--- config.mk ---
export PLATFORM = sky130hd
export DESIGN_NAME = regfile_sb_flat
export DESIGN_NICKNAME = d
export VERILOG_FILES = /design/src/rtl/regfile_sb_if.sv /design/src/rtl/regfile_sb.sv /design/src/flat_wrapper.sv
export SDC_FILE = /design/constraint.sdc
export NUM_CORES = 1
export LEC_CHECK = 0
export ABC_AREA = 1
export ABC_CLOCK_PERIOD_IN_PS = 8850
export BUFFER_PORTS_ARGS = -buffer_cell sky130_fd_sc_hd__clkbuf_2
export CAP_MARGIN = 10
export CORE_AREA = 5 5 122 124
export DETAILED_ROUTE_END_ITERATION = 10
export DIE_AREA = 0 0 127 129
export HOLD_SLACK_MARGIN = 0.06
export PLACE_DENSITY_LB_ADDON = 0.1
export SYNTH_ARGS = -nofsm -noshare
export SYNTH_HDL_FRONTEND = slang
export SYNTH_SLANG_ARGS = --single-unit
--- constraint.sdc ---
create_clock -name clk -period 8.85 [get_ports clk]
set_input_delay 1.3275 -clock clk [delete_from_list [all_inputs] [get_ports clk]]
set_output_delay 1.3275 -clock clk [all_outputs]
set_load 0.01 [all_outputs]
--- src/rtl/regfile_sb_if.sv ---
// Register file bus: read ports, issue scoreboard port, writeback port.
interface regfile_sb_if #(
  parameter int DATA_W = 8,
  parameter int ADDR_W = 3
);
  logic [ADDR_W-1:0] ra1;
  logic [ADDR_W-1:0] ra2;
  logic [DATA_W-1:0] rd1;
  logic [DATA_W-1:0] rd2;
  logic              busy1;
  logic              busy2;
  logic              iss_valid;
  logic [ADDR_W-1:0] iss_rd;
  logic              wb_en;
  logic [ADDR_W-1:0] wb_addr;
  logic [DATA_W-1:0] wb_data;
  logic [ADDR_W:0]   pend_cnt;

  // Decode/writeback side drives addresses and data.
  modport master (
    output ra1, ra2, iss_valid, iss_rd, wb_en, wb_addr, wb_data,
    input  rd1, rd2, busy1, busy2, pend_cnt
  );

  // Register file side.
  modport slave (
    input  ra1, ra2, iss_valid, iss_rd, wb_en, wb_addr, wb_data,
    output rd1, rd2, busy1, busy2, pend_cnt
  );
endinterface

--- src/rtl/regfile_sb.sv ---
// Parametrised register file with write-to-read bypass, optional hardwired
// zero register and a per-register pending bit for in-flight writebacks.
module regfile_sb #(
  parameter int DATA_W   = 8,
  parameter int ADDR_W   = 3,
  parameter int NREG     = 8,
  parameter int ZERO_REG = 1
) (
  input  logic        clk,
  input  logic        rst_n,
  regfile_sb_if.slave bus
);

  logic [DATA_W-1:0] regs_q [NREG];
  logic [NREG-1:0]   pend_q;
  logic [NREG-1:0]   pend_d;
  logic [ADDR_W:0]   pend_cnt_q;
  logic [ADDR_W:0]   pend_cnt_d;
  logic              wb_legal;
  logic              iss_legal;

  // An address is usable if it names a real register and is not the zero register.
  function automatic logic addr_legal(input logic [ADDR_W-1:0] a);
    return (32'(a) < NREG) && !((ZERO_REG != 0) && (a == '0));
  endfunction

  assign wb_legal  = bus.wb_en && addr_legal(bus.wb_addr);
  assign iss_legal = bus.iss_valid && addr_legal(bus.iss_rd);

  // Scoreboard next state: a new issue outranks a completing writeback.
  always_comb begin
    pend_d = pend_q;
    for (int i = 0; i < NREG; i++) begin
      if (iss_legal && (bus.iss_rd == ADDR_W'(i))) begin
        pend_d[i] = 1'b1;
      end else if (wb_legal && (bus.wb_addr == ADDR_W'(i))) begin
        pend_d[i] = 1'b0;
      end
    end
  end

  // Popcount of the next pending vector so pend_cnt lines up with pend_q.
  always_comb begin
    pend_cnt_d = '0;
    for (int i = 0; i < NREG; i++) begin
      pend_cnt_d = pend_cnt_d + (ADDR_W+1)'(pend_d[i]);
    end
  end

  // Storage write and scoreboard update; reset drops any in-flight write.
  always_ff @(posedge clk) begin
    if (!rst_n) begin
      for (int i = 0; i < NREG; i++) begin
        regs_q[i] <= '0;
      end
      pend_q     <= '0;
      pend_cnt_q <= '0;
    end else begin
      for (int i = 0; i < NREG; i++) begin
        if (wb_legal && (bus.wb_addr == ADDR_W'(i))) begin
          regs_q[i] <= bus.wb_data;
        end
      end
      pend_q     <= pend_d;
      pend_cnt_q <= pend_cnt_d;
    end
  end

  // Read port 1: zero for unusable addresses, bypass on same-cycle writeback.
  always_comb begin
    bus.rd1   = '0;
    bus.busy1 = 1'b0;
    if (addr_legal(bus.ra1)) begin
      if (wb_legal && (bus.wb_addr == bus.ra1)) begin
        bus.rd1 = bus.wb_data;
      end else begin
        bus.rd1   = regs_q[bus.ra1];
        bus.busy1 = pend_q[bus.ra1];
      end
    end
  end

  // Read port 2: same rules as port 1.
  always_comb begin
    bus.rd2   = '0;
    bus.busy2 = 1'b0;
    if (addr_legal(bus.ra2)) begin
      if (wb_legal && (bus.wb_addr == bus.ra2)) begin
        bus.rd2 = bus.wb_data;
      end else begin
        bus.rd2   = regs_q[bus.ra2];
        bus.busy2 = pend_q[bus.ra2];
      end
    end
  end

  assign bus.pend_cnt = pend_cnt_q;

endmodule

--- src/flat_wrapper.sv ---
// flat-port wrapper written by rule: the top's interface ports become plain ports
module regfile_sb_flat 
#(
  parameter int DATA_W   = 8,
  parameter int ADDR_W   = 3,
  parameter int NREG     = 8,
  parameter int ZERO_REG = 1
)
  (clk, rst_n, bus_ra1, bus_ra2, bus_iss_valid, bus_iss_rd, bus_wb_en, bus_wb_addr, bus_wb_data, bus_rd1, bus_rd2, bus_busy1, bus_busy2, bus_pend_cnt);
  regfile_sb_if #(.DATA_W(DATA_W), .ADDR_W(ADDR_W)) bus_i ();
  input  logic clk;
  input  logic rst_n;
  input wire logic [$bits(bus_i.ra1)-1:0] bus_ra1;
  input wire logic [$bits(bus_i.ra2)-1:0] bus_ra2;
  input wire logic [$bits(bus_i.iss_valid)-1:0] bus_iss_valid;
  input wire logic [$bits(bus_i.iss_rd)-1:0] bus_iss_rd;
  input wire logic [$bits(bus_i.wb_en)-1:0] bus_wb_en;
  input wire logic [$bits(bus_i.wb_addr)-1:0] bus_wb_addr;
  input wire logic [$bits(bus_i.wb_data)-1:0] bus_wb_data;
  output wire logic [$bits(bus_i.rd1)-1:0] bus_rd1;
  output wire logic [$bits(bus_i.rd2)-1:0] bus_rd2;
  output wire logic [$bits(bus_i.busy1)-1:0] bus_busy1;
  output wire logic [$bits(bus_i.busy2)-1:0] bus_busy2;
  output wire logic [$bits(bus_i.pend_cnt)-1:0] bus_pend_cnt;
  assign bus_i.ra1 = bus_ra1;
  assign bus_i.ra2 = bus_ra2;
  assign bus_i.iss_valid = bus_iss_valid;
  assign bus_i.iss_rd = bus_iss_rd;
  assign bus_i.wb_en = bus_wb_en;
  assign bus_i.wb_addr = bus_wb_addr;
  assign bus_i.wb_data = bus_wb_data;
  assign bus_rd1 = bus_i.rd1;
  assign bus_rd2 = bus_i.rd2;
  assign bus_busy1 = bus_i.busy1;
  assign bus_busy2 = bus_i.busy2;
  assign bus_pend_cnt = bus_i.pend_cnt;
  regfile_sb #(.DATA_W(DATA_W), .ADDR_W(ADDR_W), .NREG(NREG), .ZERO_REG(ZERO_REG)) u_core (.clk(clk), .rst_n(rst_n), .bus(bus_i));
endmodule
==> run summary, run 1 <==
The run finished with clean final reports. At the later pin of the worst-skew pair, clock insertion delay measures 0.35 ns. The first-pass iteration count of the detailed router was 5. The tools report the floorplan row count as 43. The number of antenna violations at the first check in global routing is 0, and the count of nets left with antenna violations after detail routing is 0. The synthesized area was 4680 um2; the number of setup violations in the final report was 0. Synthesis handed over a netlist of 630 instances. After synthesis the netlist holds a flip-flop and latch count of 76. TritonCTS built the clock tree.

The number of antenna diodes in the final layout is 0. Internal power comes to 706 uW. Summed over all layers, the global routing overflow is 0. Sorting the synthesized cells by area gives the leading types as sky130_fd_sc_hd__edfxtp_1 41%, sky130_fd_sc_hd__nand2_1 19%, sky130_fd_sc_hd__nand3_1 9.3%. CTS saw 76 sinks.

During placement, the flow inserted port buffers numbering 45. The most frequently used cell type in the post-synthesis netlist is sky130_fd_sc_hd__nand2_1. The clock tree root driver cell was sky130_fd_sc_hd__clkbuf_16. The ratio of final minimum period to clock period is 55.7%, and the storage element area is 2160 um2. Registers are responsible for 43.5% of the overall power.

Half-perimeter wire length of the detailed placement result: 10.5 mm. Headroom to the max-slew limit came out at 28.1%. The critical path goes through clkbuf_2 -> inv_2 -> nand2_1 -> nand2_1 -> nor2_4 -> nand2_4 -> nand2_1 -> nor2_1 -> nor2_2 -> clkbuf_2. CTS built an H-tree with a depth of 3.

The share of the synthesized area in compound gates (AO/OA/AOI/OAI) is 5.69%, and the effective utilization at floorplan is 34.3%. For the routed wire length, the log shows 15.0 mm. By count the netlist is led by 235 x sky130_fd_sc_hd__nand2_1, 87 x sky130_fd_sc_hd__nand3_1, 72 x sky130_fd_sc_hd__nor2_1, 64 x sky130_fd_sc_hd__edfxtp_1, 37 x sky130_fd_sc_hd__a21oi_1. The parity-gate share of the synthesized area counting xor and xnor cells is 0.187%, and the layout-stage area growth over the synthesis result is 13.9%.

Setup repair after global routing left no endpoint under its margin. The first-pass GRT wire length was 23.1 mm; the count of cell types in the netlist was 26. Across all layers, the routed design uses 4348 vias.

The critical path in this run is classified as in -> out. Between clock sinks in the finished design, the worst skew comes to 0.00847 ns. Area of the core: 13700 um2.

The post-route non-filler standard cell count was 848. After detailed routing, the number of remaining DRC violations is 0. The synthesized netlist devotes 2.51% of its cell area to adder and majority cells. The reported max-cap violation count was 0; the maximum net fanout on the critical path was 42. The average wire per cell in the routed design came out at 17.7 um. The number of top-level pins was 46. The largest delay contributor family on the critical path is buffers and inverters.

The largest single stage delay on the critical path is 0.71 ns. The cell accounting for the most synthesized area was sky130_fd_sc_hd__edfxtp_1. The slowest stage cell on the critical path is sky130_fd_sc_hd__clkbuf_2. Derived from the worst setup path, the maximum achievable clock frequency is 203 MHz. The area share of the largest cell type after synthesis is 41.0%. After the last flow step, the layout net total stands at 694.

The reported net switching power came out at 278 uW. For the pin with the worst max-slew slack, the measured transition is 1.07 ns. Using the TritonRoute via totals, the vias-per-cell ratio works out to 5.13. Counting I/O delays and the setup requirement, the final critical path takes 4.93 ns.

The worst-case IR drop observed on VDD is 0.0774 mV. Clock network fraction of design power: 39.3%. The logs give 832 for the total instance count after detailed placement and 0 for the synthesis warning total.

The tools report the number of post-CTS setup repair buffers as 0. In the global route stage, overall resource usage came out at 18.7%. The area of the die was 16400 um2; the power per cell area was 185 nW/um2. At the worst endpoint, the arrival time is 3.60 ns.

The analysis attributes to cell leakage a power of 0.00252 uW. The worst setup path is launched from an input port. The share of total power dissipated in combinational logic is 17.2%.

The clock passes through at most 2 buffers. The type of the tightest min-delay check is reg -> reg. The fraction of layout cells with a size suffix above 1 is 14.1%, and the sum of buffers and inverters on the critical path is 3. The largest net degree at the start of global routing is 43, and the switching part of the total is 28.2%. The routability congestion estimate was 0.859.

For the number of buffers added by the clock tree synthesis step, the log shows 9. The iteration-0 DRC count of the detailed router was 648; the combined area of the multi-input logic cells was 2240 um2. Dividing the synthesized area by the synthesized cell count gives 7.43 um2. At the worst endpoint, the required time is 7.52 ns. The worst setup path is captured at an output pin. The number of hold violations in the final report came out at 0. Of the total synthesized cell area, the portion taken by AND, OR, NAND and NOR gates is 38.7%. The tools report the sequential fraction of the synthesis area as 46.2%. Main combinational cell family by area after synthesis: simple AND/OR/NAND/NOR gates.

The die is 127 um wide. Accumulated negative setup slack: 0 ns. Most used flip-flop cell after synthesis: sky130_fd_sc_hd__edfxtp_1. The max-slew violation count was 0; the async set or reset register ratio after synthesis was 0%. The via count of the first global-routing pass was 4093. Most prevalent standard cell on the critical path: sky130_fd_sc_hd__nand2_1. In this run, post-CTS repair resized a total of 0 instances. The count of fill cells added during filler insertion is 1429.

The worst register-to-register path has a setup slack of 5.79 ns. In this run the vertical extent of the chip is 129 um. Multiplexer share of the synthesized area: 0%. In this run, post-CTS hold repair placed 0 buffers. After clock tree synthesis, the clock-pin slew on the worst setup and hold paths is 0.06 ns.

In this run, synthesis inferred 64 flip-flops with an integrated enable.
## through the flow
| step | instance area (um2) | setup WS, ns | power [uW] | hold WS [ns] | util (%) |
|---|---|---|---|---|---|
| 4_1_cts | 5330 | 3.97 | 991 | 0.494 | 39.0 |
| 3_5_place_dp | 5010 | 3.96 | 604 | 0.485 | 36.7 |
| 6_report | 5330 | 3.92 | 985 | 0.489 | 39.0 |
| 5_1_grt | 5330 | 3.82 | 1030 | 0.523 | 39.0 |
| 2_1_floorplan | 4710 | 4.50 | 545 | 0.432 | - |
| 3_3_place_gp | 5010 | 3.97 | 603 | 0.477 | 36.7 |
## worst reg2reg max path: cells and delay by family (launching register included)
kind	cells	cell delay, ns
buf+inv	3	0.19
fa+ha+maj	5	2.20
flops	1	0.32
simple gates	3	0.24
## state kept, by name, indices dropped and copies added (netlist names)
name and cells:
u_core.regs_q 64, u_core.pend_q 8, u_core.bus.pend_cnt 4
## cell type report
cell class	instances	share of cell area (%)
Multi-Input combinational cell	487	42.0
Sequential cell	76	40.5
Clock buffer	14	5.77
Timing Repair Buffer	45	4.22
Tap cell	180	4.22
Inverter	44	3.10
Clock inverter	2	0.188
## power by group through the flow
| stage | logic, uW | clock network, uW | registers, uW |
|---|---|---|---|
| floorplan | 113 | 0 | 432 |
| global placement | 168 | 0 | 435 |
| detailed placement | 169 | 0 | 436 |
| CTS | 169 | 393 | 428 |
| global route | 189 | 414 | 431 |
| finish | 169 | 387 | 428 |
## cells in the final DEF, fill, tap and decap left out
cell type,netlist,layout
sky130_fd_sc_hd__a21oi_1,37,37
sky130_fd_sc_hd__a22oi_2,1,1
sky130_fd_sc_hd__a31oi_1,1,1
sky130_fd_sc_hd__a32oi_1,2,2
sky130_fd_sc_hd__clkbuf_1,4,2
sky130_fd_sc_hd__clkbuf_16,0,12
sky130_fd_sc_hd__clkbuf_2,0,45
sky130_fd_sc_hd__clkinv_2,0,2
sky130_fd_sc_hd__conb_1,1,8
sky130_fd_sc_hd__dfxtp_1,12,12
sky130_fd_sc_hd__edfxtp_1,64,64
sky130_fd_sc_hd__fa_1,4,4
sky130_fd_sc_hd__ha_1,3,3
sky130_fd_sc_hd__inv_1,36,36
sky130_fd_sc_hd__inv_2,8,8
sky130_fd_sc_hd__nand2_1,235,235
sky130_fd_sc_hd__nand2_2,4,4
sky130_fd_sc_hd__nand2_4,3,3
sky130_fd_sc_hd__nand3_1,87,87
sky130_fd_sc_hd__nand4_1,1,1
sky130_fd_sc_hd__nor2_1,72,72
sky130_fd_sc_hd__nor2_2,15,15
sky130_fd_sc_hd__nor2_4,2,2
sky130_fd_sc_hd__nor2_8,2,2
sky130_fd_sc_hd__nor3_1,1,1
sky130_fd_sc_hd__o211ai_1,2,2
sky130_fd_sc_hd__o21ai_0,6,5
sky130_fd_sc_hd__o21ai_1,0,1
sky130_fd_sc_hd__xnor2_1,1,1
## path summary, 6_finish.rpt
check / start / endpoint / cells after the start
min: u_core.pend_q[4] / u_core.pend_q[4] / 2
max reg2reg: u_core.pend_q[1] / u_core.bus.pend_cnt[1] / 11
max: bus_ra1[0] / bus_rd1[1] / 10
min reg2reg: u_core.pend_q[4] / u_core.pend_q[4] / 2
## logic make-up (layout without fill, tap and decap cells)
kind of cell | Yosys count | count (layout)
AOI/OAI and AO/OA | 49 | 49
xor gates and xnor gates | 1 | 1
adders and majority gates | 7 | 7
buffers and inverters | 74 | 105
DFF | 76 | 76
other | 1 | 8
and+or+nand+nor | 422 | 422
## per-layer routing
metal / up-vias / global-route usage [%] / wire length, um
met3: 25 / 3.86 / 1180
met1: 2003 / 26.5 / 6850
met5: - / 0 / 0
met2: 214 / 28.2 / 6660
li1: 2106 / - / -
met4: 0 / 6.81 / 322
Note: power is estimated with default switching activity, not from simulation.
==> run 2: changes to the inputs <==
- ABC_AREA: 1 -> 0
- ABC_CLOCK_PERIOD_IN_PS: 8850 -> 4700
- CORE_AREA: 5 5 122 124 -> 5 5 118 120
- DIE_AREA: 0 0 127 129 -> 0 0 123 125
- clock period: 8.85 -> 4.7 ns (I/O delays scaled with it)
==> run summary, run 2 <==
The run finished with clean final reports. The run gives 0 (unchanged) as the synthesis warning total. Number of nets in the layout: 401 (was 694). The endpoint of the worst hold-timing path was u_core.pend_q[0] (was u_core.pend_q[4]). Setup repair after global routing left no endpoint under its margin. The post-synthesis area per instance was 13.6 um2 (was 7.43 um2); the total instance count after detailed placement was 535 (was 832).

Commonest cells after routing, fill and taps aside: 64 x sky130_fd_sc_hd__edfxtp_1, 48 x sky130_fd_sc_hd__nor2_1, 45 x sky130_fd_sc_hd__clkbuf_2, 33 x sky130_fd_sc_hd__mux4_2, 24 x sky130_fd_sc_hd__nand2_1 (was 235 x sky130_fd_sc_hd__nand2_1, 87 x sky130_fd_sc_hd__nand3_1, 72 x sky130_fd_sc_hd__nor2_1, 64 x sky130_fd_sc_hd__edfxtp_1, 45 x sky130_fd_sc_hd__clkbuf_2). The logs give 4.93 ns (was 7.52 ns) for the required time of the critical path and 34.0% (was 34.3%) for the effective utilization at floorplan. The basic-gate share of the synthesized area counting and, or, nand and nor cells came out at 13.8% (was 38.7%). The largest net degree at the start of global routing came out at 23 (was 43). The synthesized area came out at 4380 um2 (was 4680 um2). Count of cell types in the netlist: 39 (was 26).

The cell accounting for the most synthesized area was sky130_fd_sc_hd__edfxtp_1 (unchanged). The tools report the number of setup violations in the final report as 0 (unchanged). The startpoint of the tightest hold check path was u_core.pend_q[0] (was u_core.pend_q[4]).

The via-per-instance ratio was 5.22 (was 5.13); the critical path data arrival time was 4.00 ns (was 3.60 ns). The flip-flop count of the largest register after layout is 64 (unchanged), and the number of post-CTS setup repair buffers is 0 (unchanged). For the TritonCTS sink count, the log shows 76 (unchanged). The logs give 12.5 mm (was 15.0 mm) for the routed wire length and 1234 (was 1429) for the count of fill cells added during filler insertion. The area of the core is 12900 um2 (was 13700 um2), and the clock input transition at the sequential cells of the worst setup and hold paths is 0.06 ns (about the same). For the number of antenna violations at the first check in global routing, the log shows 0 (unchanged). The remaining global-route overflow was 0 (unchanged).

The synthesized netlist cell count was 322 (was 630). The number of hold violations in the final report is 0 (unchanged). The level count of the clock H-tree is 3 (unchanged), and the adder and majority gate portion of the synthesized area is 2.68% (was 2.51%). Ranking of synthesized cells by area: sky130_fd_sc_hd__edfxtp_1 44%, sky130_fd_sc_hd__mux4_2 17%, sky130_fd_sc_hd__dfxtp_1 5.5% (was sky130_fd_sc_hd__edfxtp_1 41%, sky130_fd_sc_hd__nand2_1 19%, sky130_fd_sc_hd__nand3_1 9.3%).

The number of flip-flops and latches in the synthesized netlist is 76 (unchanged), and the number of cell instances on the worst register-to-register path is 9 (was 11). The tools report the headroom to the max-slew limit as 49.5% (was 28.1%). Number of enable flip-flop cells after synthesis: 64 (unchanged). Reported max-cap violation count: 0 (unchanged). The register with the highest flop count was u_core.regs_q (unchanged). The half-perimeter wire length of the detailed placement result was 8.32 mm (was 10.5 mm); the layout-stage area growth over the synthesis result was 15.1% (was 13.9%). The maximum clock path buffer count was 2 (unchanged); the area share of the largest cell type after synthesis was 43.9% (was 41.0%). The number of I/O port buffers works out to 45 (unchanged). The largest clock skew in the final design came out at 0.00890 ns (was 0.00847 ns). For the highest achievable clock rate, the log shows 265 MHz. The tools report the startpoint of the worst setup timing path as bus_wb_addr[0] (was bus_ra1[0]). The transition time of the tightest slew-check pin was 0.756 ns (was 1.07 ns); the max-slew violation count was 0 (unchanged). The run gives 0 (unchanged) as the count of nets left with antenna violations after detail routing.

TritonCTS built the clock tree. The run gives 4 (was 5) as the first-pass iteration count of the detailed router. The logs give 49.3% (was 46.2%) for the sequential fraction of the synthesis area and 0.146 mV (was 0.0774 mV) for the worst voltage drop across the vdd grid. The most frequently used cell type in the post-synthesis netlist is sky130_fd_sc_hd__edfxtp_1 (was sky130_fd_sc_hd__nand2_1). Most used flip-flop cell after synthesis: sky130_fd_sc_hd__edfxtp_1 (unchanged). The iteration-0 DRC count of the detailed router came out at 209 (was 648). The most common cell after layout, fill and taps aside was sky130_fd_sc_hd__edfxtp_1 (was sky130_fd_sc_hd__nand2_1). The parity-gate share of the synthesized area counting xor and xnor cells was 1.34% (was 0.187%); the internal reg-to-reg setup slack was 1.58 ns (was 5.79 ns). The post-CTS resize count was 0 (unchanged); the final-layout worst hold slack was 0.467 ns (was 0.489 ns).

The multiplexer share of the synthesized area was 22.2% (was 0%). The cell count of the worst hold path came out at 1 (was 2). The tools report the overall via count from detail_route as 2877 (was 4348). Type of the tightest min-delay check: reg -> reg (unchanged). The reported leakage power was 0.00202 uW (was 0.00252 uW); the routability congestion estimate was 0.751 (was 0.859).

Power per cell area: 353 nW/um2 (was 185 nW/um2). Clock tree root driver cell: sky130_fd_sc_hd__clkbuf_16 (unchanged). The vertical die dimension is 125 um (was 129 um), and the post-detailed-route DRC marker count is 0 (unchanged). The via count of the first global-routing pass is 3006 (was 4093). The count of inserted antenna diode cells was 0 (unchanged); the accumulated negative setup slack was 0 ns (unchanged). The logs give 46 (unchanged) for the number of top-level pins and 15400 um2 (was 16400 um2) for the area of the die. The maximum net fanout on the critical path was 11 (was 42). The start of the worst register-to-register path was u_core.pend_q[1] (unchanged). The tools report the number of buffers added to fix hold violations after cts as 0 (unchanged).

The ratio of final minimum period to clock period is 80.2%. The worst path in the final design needs a cycle of 3.77 ns, including I/O delays and setup. The end of the worst register-to-register path was u_core.bus.pend_cnt[1] (unchanged).

The tools report the floorplan row count as 42 (was 43). Overall global routing resource usage: 17.0% (was 18.7%). The fraction of layout cells with a size suffix above 1 is 29.1% (was 14.1%), and the average wire per cell in the routed design is 22.7 um (was 17.7 um).

For the first-pass GRT wire length, the log shows 18.8 mm (was 23.1 mm). The critical path class was in -> reg (was in -> out). The horizontal die dimension was 123 um (was 127 um).

The startpoint type of the worst setup path is an input port (unchanged). The run gives 0.34 ns (was 0.35 ns) as the clock latency at the later pin of the worst-skew pair. The tools report the type of element capturing the critical path as a flop (was an output pin). Share of the synthesized area in compound gates (AO/OA/AOI/OAI): 6.34% (was 5.69%). The async set or reset register ratio after synthesis is 0% (unchanged). Post-synth top cells: 64 x sky130_fd_sc_hd__edfxtp_1, 48 x sky130_fd_sc_hd__nor2_1, 33 x sky130_fd_sc_hd__mux4_2, 24 x sky130_fd_sc_hd__nand2_1, 20 x sky130_fd_sc_hd__nand3_1 (was 235 x sky130_fd_sc_hd__nand2_1, 87 x sky130_fd_sc_hd__nand3_1, 72 x sky130_fd_sc_hd__nor2_1, 64 x sky130_fd_sc_hd__edfxtp_1, 37 x sky130_fd_sc_hd__a21oi_1). The final cell utilization of the core was 39.2% (was 39.0%). The main combinational cell family by area after synthesis is multiplexers (was simple AND/OR/NAND/NOR gates). The post-route non-filler standard cell count is 551 (was 848). The number of buffers added by the clock tree synthesis step came out at 9 (unchanged).
## run 2: cell type report
class                      instances  area, um2  area share [%]
inverter                          12       45.0           0.893
tap                              176        220            4.37
clock inverter                     6       63.8            1.26
clock buffer                      10        229            4.54
multi-input combinational        221       2060            40.9
sequential                        76       2160            42.9
timing repair buffer              50        263            5.21
## run 2: metrics by stage
stage | instance area [um2] | total power (uW) | setup WS, ns
detailed placement | 4750 | 1120 | 0.594
finish | 5040 | 1780 | 0.930
floorplan | 4410 | 1010 | 0.731
global route | 5040 | 1860 | 0.787
global placement | 4750 | 1110 | 0.639
CTS | 5040 | 1800 | 0.944
## run 2: power breakdown
part           internal, uW  leakage [uW]  switching (uW)
logic                   133       0.00116             163
registers               781      0.000719            21.2
clock network           411      0.000140             273
total                  1330       0.00202             456
## run 2: worst max-delay path by stage
| stage | end |
|---|---|
| after floorplan | u_core.bus.pend_cnt[1] |
| after global placement | u_core.bus.pend_cnt[1] |
| after detailed placement | u_core.bus.pend_cnt[1] |
| after CTS | u_core.bus.pend_cnt[1] |
| after global routing | u_core.bus.pend_cnt[1] |
| final | u_core.bus.pend_cnt[1] |
## run 2: cells by family after synthesis
family                     Yosys count
AOI/OAI and AO/OA                   28
xor gates and xnor gates             5
adders and majority gates            7
buffers and inverters               32
DFF                                 76
muxes                               54
other                                1
and+or+nand+nor                    119
## run 2: critical path: stages
cell                       delay, ns
sky130_fd_sc_hd__clkbuf_2       0.24
sky130_fd_sc_hd__nor2b_1        0.22
sky130_fd_sc_hd__nand2_1        0.12
sky130_fd_sc_hd__a22o_1         0.23
sky130_fd_sc_hd__ha_1           0.32
sky130_fd_sc_hd__fa_1           0.53
sky130_fd_sc_hd__inv_1          0.05
sky130_fd_sc_hd__fa_1           0.50
sky130_fd_sc_hd__fa_1           0.42
sky130_fd_sc_hd__inv_1          0.09
sky130_fd_sc_hd__fa_1           0.41
sky130_fd_sc_hd__and2_1         0.16
## run 2: metal layers
metal	GRT usage, %	part of all wire [%]
met2	26.9	48
met1	23.2	42
met4	6.19	2.6
met3	3.52	7.5
met5	0	0
